File: config.mk
export PLATFORM = sky130hd
export DESIGN_NAME = sata_rx_prim_decoder
export DESIGN_NICKNAME = d
export VERILOG_FILES = /design/src/rtl/sata_prim_pkg.sv /design/src/rtl/sata_prim_match.sv /design/src/rtl/sata_rx_prim_decoder.sv
export SDC_FILE = /design/constraint.sdc
export NUM_CORES = 1
export LEC_CHECK = 0
export ABC_AREA = 1
export CAP_MARGIN = 30
export CORE_MARGIN = 8
export CORE_UTILIZATION = 44
export CTS_CLUSTER_DIAMETER = 80
export CTS_CLUSTER_SIZE = 30
export DETAILED_ROUTE_END_ITERATION = 8
export GPL_ROUTABILITY_DRIVEN = 1
export PLACE_DENSITY = 0.88
export SETUP_SLACK_MARGIN = 0.2
export SLEW_MARGIN = 0
export SYNTH_ARGS = -nofsm -noshare
export SYNTH_HDL_FRONTEND = slang
export SYNTH_HIERARCHICAL = 1
export SYNTH_SLANG_ARGS = --single-unit
File: constraint.sdc
create_clock -name clk -period 2.2 [get_ports clk]
set_input_delay 0.33 -clock clk [delete_from_list [all_inputs] [get_ports clk]]
set_output_delay 0.33 -clock clk [all_outputs]
set_load 0.02 [all_outputs]
File: src/rtl/sata_prim_pkg.sv
// Purpose: shared SATA primitive definitions for the RX decoder and, later,
//   the TX mux and link layer. Holds 32-bit primitive encodings, K28.3/K28.5
//   byte values, the primitive code enum and the RX decoder FSM state type.
// Ports: none (package).
package sata_prim_pkg;

  localparam logic [7:0] K28_3 = 8'h7C;
  localparam logic [7:0] K28_5 = 8'hBC;

  localparam logic [31:0] ALIGN_DW = 32'h7B4A4ABC;
  localparam logic [31:0] SYNC_DW  = 32'hB5B5957C;
  localparam logic [31:0] CONT_DW  = 32'h9999AA7C;
  localparam logic [31:0] SOF_DW   = 32'h3737B57C;
  localparam logic [31:0] EOF_DW   = 32'hD5D5B57C;
  localparam logic [31:0] X_RDY_DW = 32'h5757B57C;
  localparam logic [31:0] R_RDY_DW = 32'h4A4A957C;
  localparam logic [31:0] R_IP_DW  = 32'h5555B57C;
  localparam logic [31:0] R_OK_DW  = 32'h3535B57C;
  localparam logic [31:0] R_ERR_DW = 32'h5656B57C;
  localparam logic [31:0] WTRM_DW  = 32'h5858B57C;
  localparam logic [31:0] HOLD_DW  = 32'hD5D5AA7C;
  localparam logic [31:0] HOLDA_DW = 32'h9595AA7C;

  typedef enum logic [3:0] {
    PRIM_NONE  = 4'd0,
    PRIM_SYNC  = 4'd1,
    PRIM_SOF   = 4'd2,
    PRIM_EOF   = 4'd3,
    PRIM_X_RDY = 4'd4,
    PRIM_R_RDY = 4'd5,
    PRIM_R_IP  = 4'd6,
    PRIM_R_OK  = 4'd7,
    PRIM_R_ERR = 4'd8,
    PRIM_WTRM  = 4'd9,
    PRIM_HOLD  = 4'd10,
    PRIM_HOLDA = 4'd11,
    PRIM_ALIGN = 4'd12
  } prim_code_t;

  typedef enum logic [1:0] {
    ST_IDLE     = 2'd0,
    ST_NORMAL   = 2'd1,
    ST_CONT_ACT = 2'd2
  } rx_state_t;

endpackage

File: src/rtl/sata_prim_match.sv
// Purpose: combinational classifier for one received dword.
// Ports:
//   dword_i     in  32  received dword
//   charisk_i   in  4   K-flags per byte, byte0 = [0]
//   is_data_o   out 1   plain data dword (no K-flags)
//   is_prim_o   out 1   recognised primitive (includes ALIGN and CONT)
//   is_cont_o   out 1   recognised primitive is CONT
//   prim_code_o out 4   prim_code_t of the primitive (PRIM_NONE for CONT)
//   code_err_o  out 1   illegal K pattern or unknown primitive
module sata_prim_match
  import sata_prim_pkg::*;
(
  input  logic [31:0] dword_i,
  input  logic [3:0]  charisk_i,
  output logic        is_data_o,
  output logic        is_prim_o,
  output logic        is_cont_o,
  output logic [3:0]  prim_code_o,
  output logic        code_err_o
);

  always_comb begin
    is_data_o   = 1'b0;
    is_prim_o   = 1'b0;
    is_cont_o   = 1'b0;
    prim_code_o = PRIM_NONE;
    code_err_o  = 1'b0;
    if (charisk_i == 4'b0000) begin
      is_data_o = 1'b1;
    end else if (charisk_i == 4'b0001 &&
                 (dword_i[7:0] == K28_3 || dword_i[7:0] == K28_5)) begin
      is_prim_o = 1'b1;
      case (dword_i)
        ALIGN_DW: prim_code_o = PRIM_ALIGN;
        CONT_DW:  is_cont_o   = 1'b1;
        SYNC_DW:  prim_code_o = PRIM_SYNC;
        SOF_DW:   prim_code_o = PRIM_SOF;
        EOF_DW:   prim_code_o = PRIM_EOF;
        X_RDY_DW: prim_code_o = PRIM_X_RDY;
        R_RDY_DW: prim_code_o = PRIM_R_RDY;
        R_IP_DW:  prim_code_o = PRIM_R_IP;
        R_OK_DW:  prim_code_o = PRIM_R_OK;
        R_ERR_DW: prim_code_o = PRIM_R_ERR;
        WTRM_DW:  prim_code_o = PRIM_WTRM;
        HOLD_DW:  prim_code_o = PRIM_HOLD;
        HOLDA_DW: prim_code_o = PRIM_HOLDA;
        default: begin
          is_prim_o  = 1'b0;
          code_err_o = 1'b1;
        end
      endcase
    end else begin
      code_err_o = 1'b1;
    end
  end

endmodule

File: src/rtl/sata_rx_prim_decoder.sv
// Purpose: RX primitive decoder between the OOB/link-init block and the link
//   layer FSM. Splits data from primitives, drops ALIGN, expands CONT by
//   repeating the last primitive, and registers a clean output stream
//   (1 clk latency, no backpressure).
// Optional feature macro: RX_PRIM_STATS_EN enables the saturating cont_cnt /
//   err_cnt statistics counters; without it both ports are tied to 0.
// Ports:
//   clk, reset (sync, active-low), linkup (low = held idle)
//   rx_datain[31:0], rx_charisk_in[3:0]  received dword and K-flags
//   data_out[31:0], data_valid           data stream
//   prim_code[3:0], prim_valid           primitive stream (prim_code_t)
//   cont_active                          CONT expansion in progress
//   code_err, cont_err                   1-cycle error pulses
//   cont_cnt, err_cnt [STATS_W-1:0]      statistics
module sata_rx_prim_decoder
  import sata_prim_pkg::*;
#(
  parameter int DROP_ALIGN = 1,
  parameter int STATS_W    = 16
) (
  input  logic               clk,
  input  logic               reset,
  input  logic               linkup,
  input  logic [31:0]        rx_datain,
  input  logic [3:0]         rx_charisk_in,
  output logic [31:0]        data_out,
  output logic               data_valid,
  output logic [3:0]         prim_code,
  output logic               prim_valid,
  output logic               cont_active,
  output logic               code_err,
  output logic               cont_err,
  output logic [STATS_W-1:0] cont_cnt,
  output logic [STATS_W-1:0] err_cnt
);

  logic        m_is_data, m_is_prim, m_is_cont, m_code_err;
  logic [3:0]  m_code;
  logic        m_is_align;

  sata_prim_match u_match (
    .dword_i     (rx_datain),
    .charisk_i   (rx_charisk_in),
    .is_data_o   (m_is_data),
    .is_prim_o   (m_is_prim),
    .is_cont_o   (m_is_cont),
    .prim_code_o (m_code),
    .code_err_o  (m_code_err)
  );

  assign m_is_align = m_is_prim && (m_code == PRIM_ALIGN);

  rx_state_t   state_q, state_d;
  prim_code_t  last_q, last_d;
  logic [31:0] data_q, data_d;
  logic        dv_q, dv_d, pv_q, pv_d, ca_q, ca_d, ce_q, ce_d, cte_q, cte_d;
  logic [3:0]  pc_q, pc_d;

  always_ff @(posedge clk) begin
    if (!reset) begin
      state_q <= ST_IDLE;
      last_q  <= PRIM_NONE;
      data_q  <= '0;
      dv_q    <= 1'b0;
      pv_q    <= 1'b0;
      pc_q    <= PRIM_NONE;
      ca_q    <= 1'b0;
      ce_q    <= 1'b0;
      cte_q   <= 1'b0;
    end else begin
      state_q <= state_d;
      last_q  <= last_d;
      data_q  <= data_d;
      dv_q    <= dv_d;
      pv_q    <= pv_d;
      pc_q    <= pc_d;
      ca_q    <= ca_d;
      ce_q    <= ce_d;
      cte_q   <= cte_d;
    end
  end

  always_comb begin
    state_d = state_q;
    last_d  = last_q;
    data_d  = '0;
    dv_d    = 1'b0;
    pv_d    = 1'b0;
    pc_d    = PRIM_NONE;
    ca_d    = 1'b0;
    ce_d    = 1'b0;
    cte_d   = 1'b0;
    if (!linkup) begin
      state_d = ST_IDLE;
      last_d  = PRIM_NONE;
    end else begin
      case (state_q)
        // IDLE decodes the first linkup dword like NORMAL so nothing is lost
        // on the rising edge of linkup (last_prim is already NONE there).
        ST_IDLE, ST_NORMAL: begin
          state_d = ST_NORMAL;
          if (m_code_err) begin
            ce_d = 1'b1;
          end else if (m_is_data) begin
            dv_d   = 1'b1;
            data_d = rx_datain;
          end else if (m_is_align) begin
            if (DROP_ALIGN == 0) begin
              pv_d = 1'b1;
              pc_d = PRIM_ALIGN;
            end
          end else if (m_is_cont) begin
            if (last_q == PRIM_NONE) begin
              cte_d = 1'b1;
            end else begin
              state_d = ST_CONT_ACT;
              pv_d    = 1'b1;
              pc_d    = last_q;
              ca_d    = 1'b1;
            end
          end else begin
            pv_d   = 1'b1;
            pc_d   = m_code;
            last_d = prim_code_t'(m_code);
          end
        end
        ST_CONT_ACT: begin
          // Repeat last_prim every cycle; only a real primitive ends expansion.
          pv_d = 1'b1;
          pc_d = last_q;
          ca_d = 1'b1;
          if (m_code_err) begin
            ce_d = 1'b1;
          end else if (m_is_align) begin
            if (DROP_ALIGN == 0) pc_d = PRIM_ALIGN;
          end else if (m_is_prim && !m_is_cont) begin
            pc_d    = m_code;
            last_d  = prim_code_t'(m_code);
            ca_d    = 1'b0;
            state_d = ST_NORMAL;
          end
        end
        default: state_d = ST_IDLE;
      endcase
    end
  end

  assign data_out    = data_q;
  assign data_valid  = dv_q;
  assign prim_code   = pc_q;
  assign prim_valid  = pv_q;
  assign cont_active = ca_q;
  assign code_err    = ce_q;
  assign cont_err    = cte_q;

`ifdef RX_PRIM_STATS_EN
  logic [STATS_W-1:0] cont_cnt_q, err_cnt_q;
  logic               cont_entry;

  assign cont_entry = (state_q != ST_CONT_ACT) && (state_d == ST_CONT_ACT);

  always_ff @(posedge clk) begin
    if (!reset || !linkup) begin
      cont_cnt_q <= '0;
      err_cnt_q  <= '0;
    end else begin
      if (cont_entry && !(&cont_cnt_q)) cont_cnt_q <= cont_cnt_q + 1'b1;
      if ((ce_d || cte_d) && !(&err_cnt_q)) err_cnt_q <= err_cnt_q + 1'b1;
    end
  end

  assign cont_cnt = cont_cnt_q;
  assign err_cnt  = err_cnt_q;
`else
  assign cont_cnt = '0;
  assign err_cnt  = '0;
`endif

endmodule

==> metrics.md <==
| Metric | Value |
|---|---|
| Drt pass-1 iters | 7 |
| H-tree depth | 2 |
| Total gr overflow | 0 |
| Status | finished clean |
| Crit path kind | primary input to flip-flop |
| Final WL | 9380 µm |
| RSZ-0062 raised after global routing | true |
| Crit Path Max Fanout | 6 |
| Global Route Usage Sum | 17.4% |
| Boundary Pins | 112 |
| Starting DRT DRC Count | 183 |
| Seq cells post-synth | 47 |
| Number of buffers added on ports | just under 80 |
| Sink Count | 47 |
| Clock Latency Late Sink | approximately 0.31 ns |
| Die width | about 96 µm |
| Synthesized area per cell | 6.23 µm² |
| Delay-heaviest family, CP | simple AND/OR/NAND/NOR gates |
| Hold buffers post-CTS | 0 |
| Initial antenna violation count | 0 |
| Prevailing post-synth register cell | dfxtp_1 |
| Max rail drop VDD | about 280 µV |
| Worst EP arrival | around 2.3 ns |
| Pwr Density | a little over 400 mW/mm² |
| Sequential-to-total area share from yosys stat | ~34% |
| WL per Instance | 14.7 µm |
| Tmin final | 2.10 ns |
| CP bufs+invs | 3 |
| Max-Cap Viols | 0 |
| DRC Markers | 0 |
| Area of the core | 0.00624 mm² |
| Kind of end point of the critical path | flip-flop |
| Top cells by area, synth | dfxtp_1 34%, nand2_1 14%, nor2_1 13% |
| Ys async rst share | 0% |
| Synth Instances | 447 |
| Final setup vio count | 0 |
| Via count | 3167 |
| Max Clock Skew | approximately 0.0053 ns |
| Antenna Cells | 0 |
| Cell repeated most along the worst path | nand2_1 |
| Max Slew Vio Count | 0 |
| Vert. Die Dim | 95.6 µm |
| Total CTS buffers | 5 |
| Detail Placement HPWL | 6070 µm |
| CP startpoint kind | primary input |
| Final Total Pwr | 1700 µW |
| WHS | 0.237 ns |
| Area growth syn-to-layout | 50.2% |
| Worst-path cell chain | buf_6, buf_4, inv_2, nand2_1, nor2_1, nand2_1, nor2_1, nand2_1, nand2_1, nor2_2, nand2_2, nand2_4, a21oi_4, nor2_4, nand3_4, nand2_4, nand2_4, nand3_2, a21oi_2, nor2_1 |
| Top cells by count, synth | 104 x nand2_1, 99 x nor2_1, 77 x inv_1 |
| Layout cells sized above 1 | a little over a third |
| Initial Utilization | around 45% |
| CTS root buffer | clkbuf_8 |
| First-pass GRT wire length | 12900 µm |
| Fin crit share | 95.5% |
| Static leakage | 0.00207 µW |
| Yosys top cell by area | dfxtp_1 |
| Distinct cell type count after synthesis | 29 |
| CTS tree | built |
| F_max | 476 MHz |
| Top cell type's share of synthesized area | 33.8% |
| Hold crit path type | primary input to flip-flop |
| Post-Syn Area | 0.00279 mm² |
| Largest net degree at the start of global routing | 34 |
| Final Core Density | about 67% |
| Critical path's slowest cell | a21oi_4 |
| Post-synth EDFFs | 0 |
| DP Worst Slack | -0.532 ns |
| Critical path's largest stage delay | 0.18 ns |
| Final net count | 601 |
| Count leader, synth | nand2_1 |
| # rows | 29 |
| Clock transition at the registers of the reported paths | 0.10 ns |
| Routability cong. | 0.885 |
| Deepest clock path buffer count | 2 |
| Area of the die | 0.00914 mm² |
| Placed Cells incl. Taps | just over 600 |
| Finished Layout Cells | between 600 and 700 |
| CP Data Required Time | 2.41 ns |
| Vias/cell | 4.95 |
| Antenna Nets Post-Route | 0 |
| Final hold vios | 0 |
| YS warnings | 6 |
| Post-route setup slack | 0.0991 ns |
| Vias in the first global route | between 2000 and 3000 |
[cells by family (layout without fill, tap and decap cells)]
family | count (synthesis) | after routing | synth area share [%]
AOI/OAI and AO/OA | 22 | 22 | 4.36
other | 1 | 32 | 0.135
and+or+nand+nor | 258 | 258 | 41.3
DFF | 47 | 47 | 33.8
buffers and inverters | 119 | 204 | 20.5
[worst register-to-register path: cells and delay by family (launching register included)]
kind | cells | cell delay (ns)
flops | 1 | 0.51
simple gates | 4 | 0.38
compound gates | 1 | 0.12
buf+inv | 2 | 0.26
[report_power, final]
| group | total (µW) | internal (µW) | leakage (µW) | switching [µW] |
|---|---|---|---|---|
| sequential | 856 | 853 | 0.000379 | 2.61 |
| clock | 569 | 257 | 0.0000474 | 312 |
| combinational | 275 | 91.1 | 0.00165 | 184 |
[stage by stage]
stage	setup TNS, ns	area, µm²
after floorplan	0	2910
after global placement	-17.75	3710
after detailed placement	-20.00	3710
after CTS	0	3990
after global routing	-0.0185	4190
final	0	4190
[area by class of cell]
class	count	area [µm²]
multi-input combinational	312	1770
tap	77	96.3
clock inverter	2	16.3
clock buffer	6	82.6
inverter	84	323
timing repair buffer	112	956
fill	481	2060
sequential	47	941
[what timing repair did]
item                       in CTS  in global routing
cloned                          0                  0
setup buffers                   4                  8
resized for setup             129                136
hold endpoints to repair        0                  0
pin swaps                      44                 63
setup endpoints to repair      47                 47
[final timing paths]
kind                                         startpoint                     end  slack (ns)  cells past startpoint
worst max register to register  state_q[1]$_SDFFE_PN0P_  last_q[1]$_SDFFE_PN0P_        0.85                      7
worst min register to register   last_q[2]$_SDFFE_PN0P_  last_q[2]$_SDFFE_PN0P_        0.58                      4
worst min-delay path                       rx_datain[1]  data_out[1]$_SDFF_PP0_        0.24                      3
worst max-delay path                      rx_datain[28]  last_q[1]$_SDFFE_PN0P_         0.1                     20
[state kept, by name, summed over array words and instances, names as in the netlist]
signal / flops
state_q: 2
last_q: 4
data_valid: 1
code_err: 1
prim_code: 4
cont_err: 1
prim_valid: 1
cont_active: 1
data_out: 32
[routing by layer]
| metal | track usage (%) | wire length (µm) | up-vias |
|---|---|---|---|
| li1 | - | - | 1503 |
| met1 | 20.2 | 3650 | 1446 |
| met2 | 31.7 | 4680 | 179 |
| met3 | 2.60 | 774 | 39 |
| met4 | 5.63 | 276 | 0 |
| met5 | 0 | 0 | - |
[cells in the final DEF, fill, tap and decap left out, types with 5 or more instances in the layout]
cell type / n
nor2_2: 27
inv_1: 61
nand4_1: 7
inv_2: 20
buf_2: 17
nand2_2: 26
clkdlybuf4s50_1: 46
nor2_1: 67
nand2_4: 12
conb_1: 32
a21oi_1: 5
buf_6: 6
buf_4: 32
nand3_2: 8
clkbuf_2: 7
clkbuf_8: 6
a21oi_2: 9
nor2_4: 12
dfxtp_1: 47
nand2_1: 74
nand3_1: 12
Note: power is estimated with default switching activity, not from simulation.
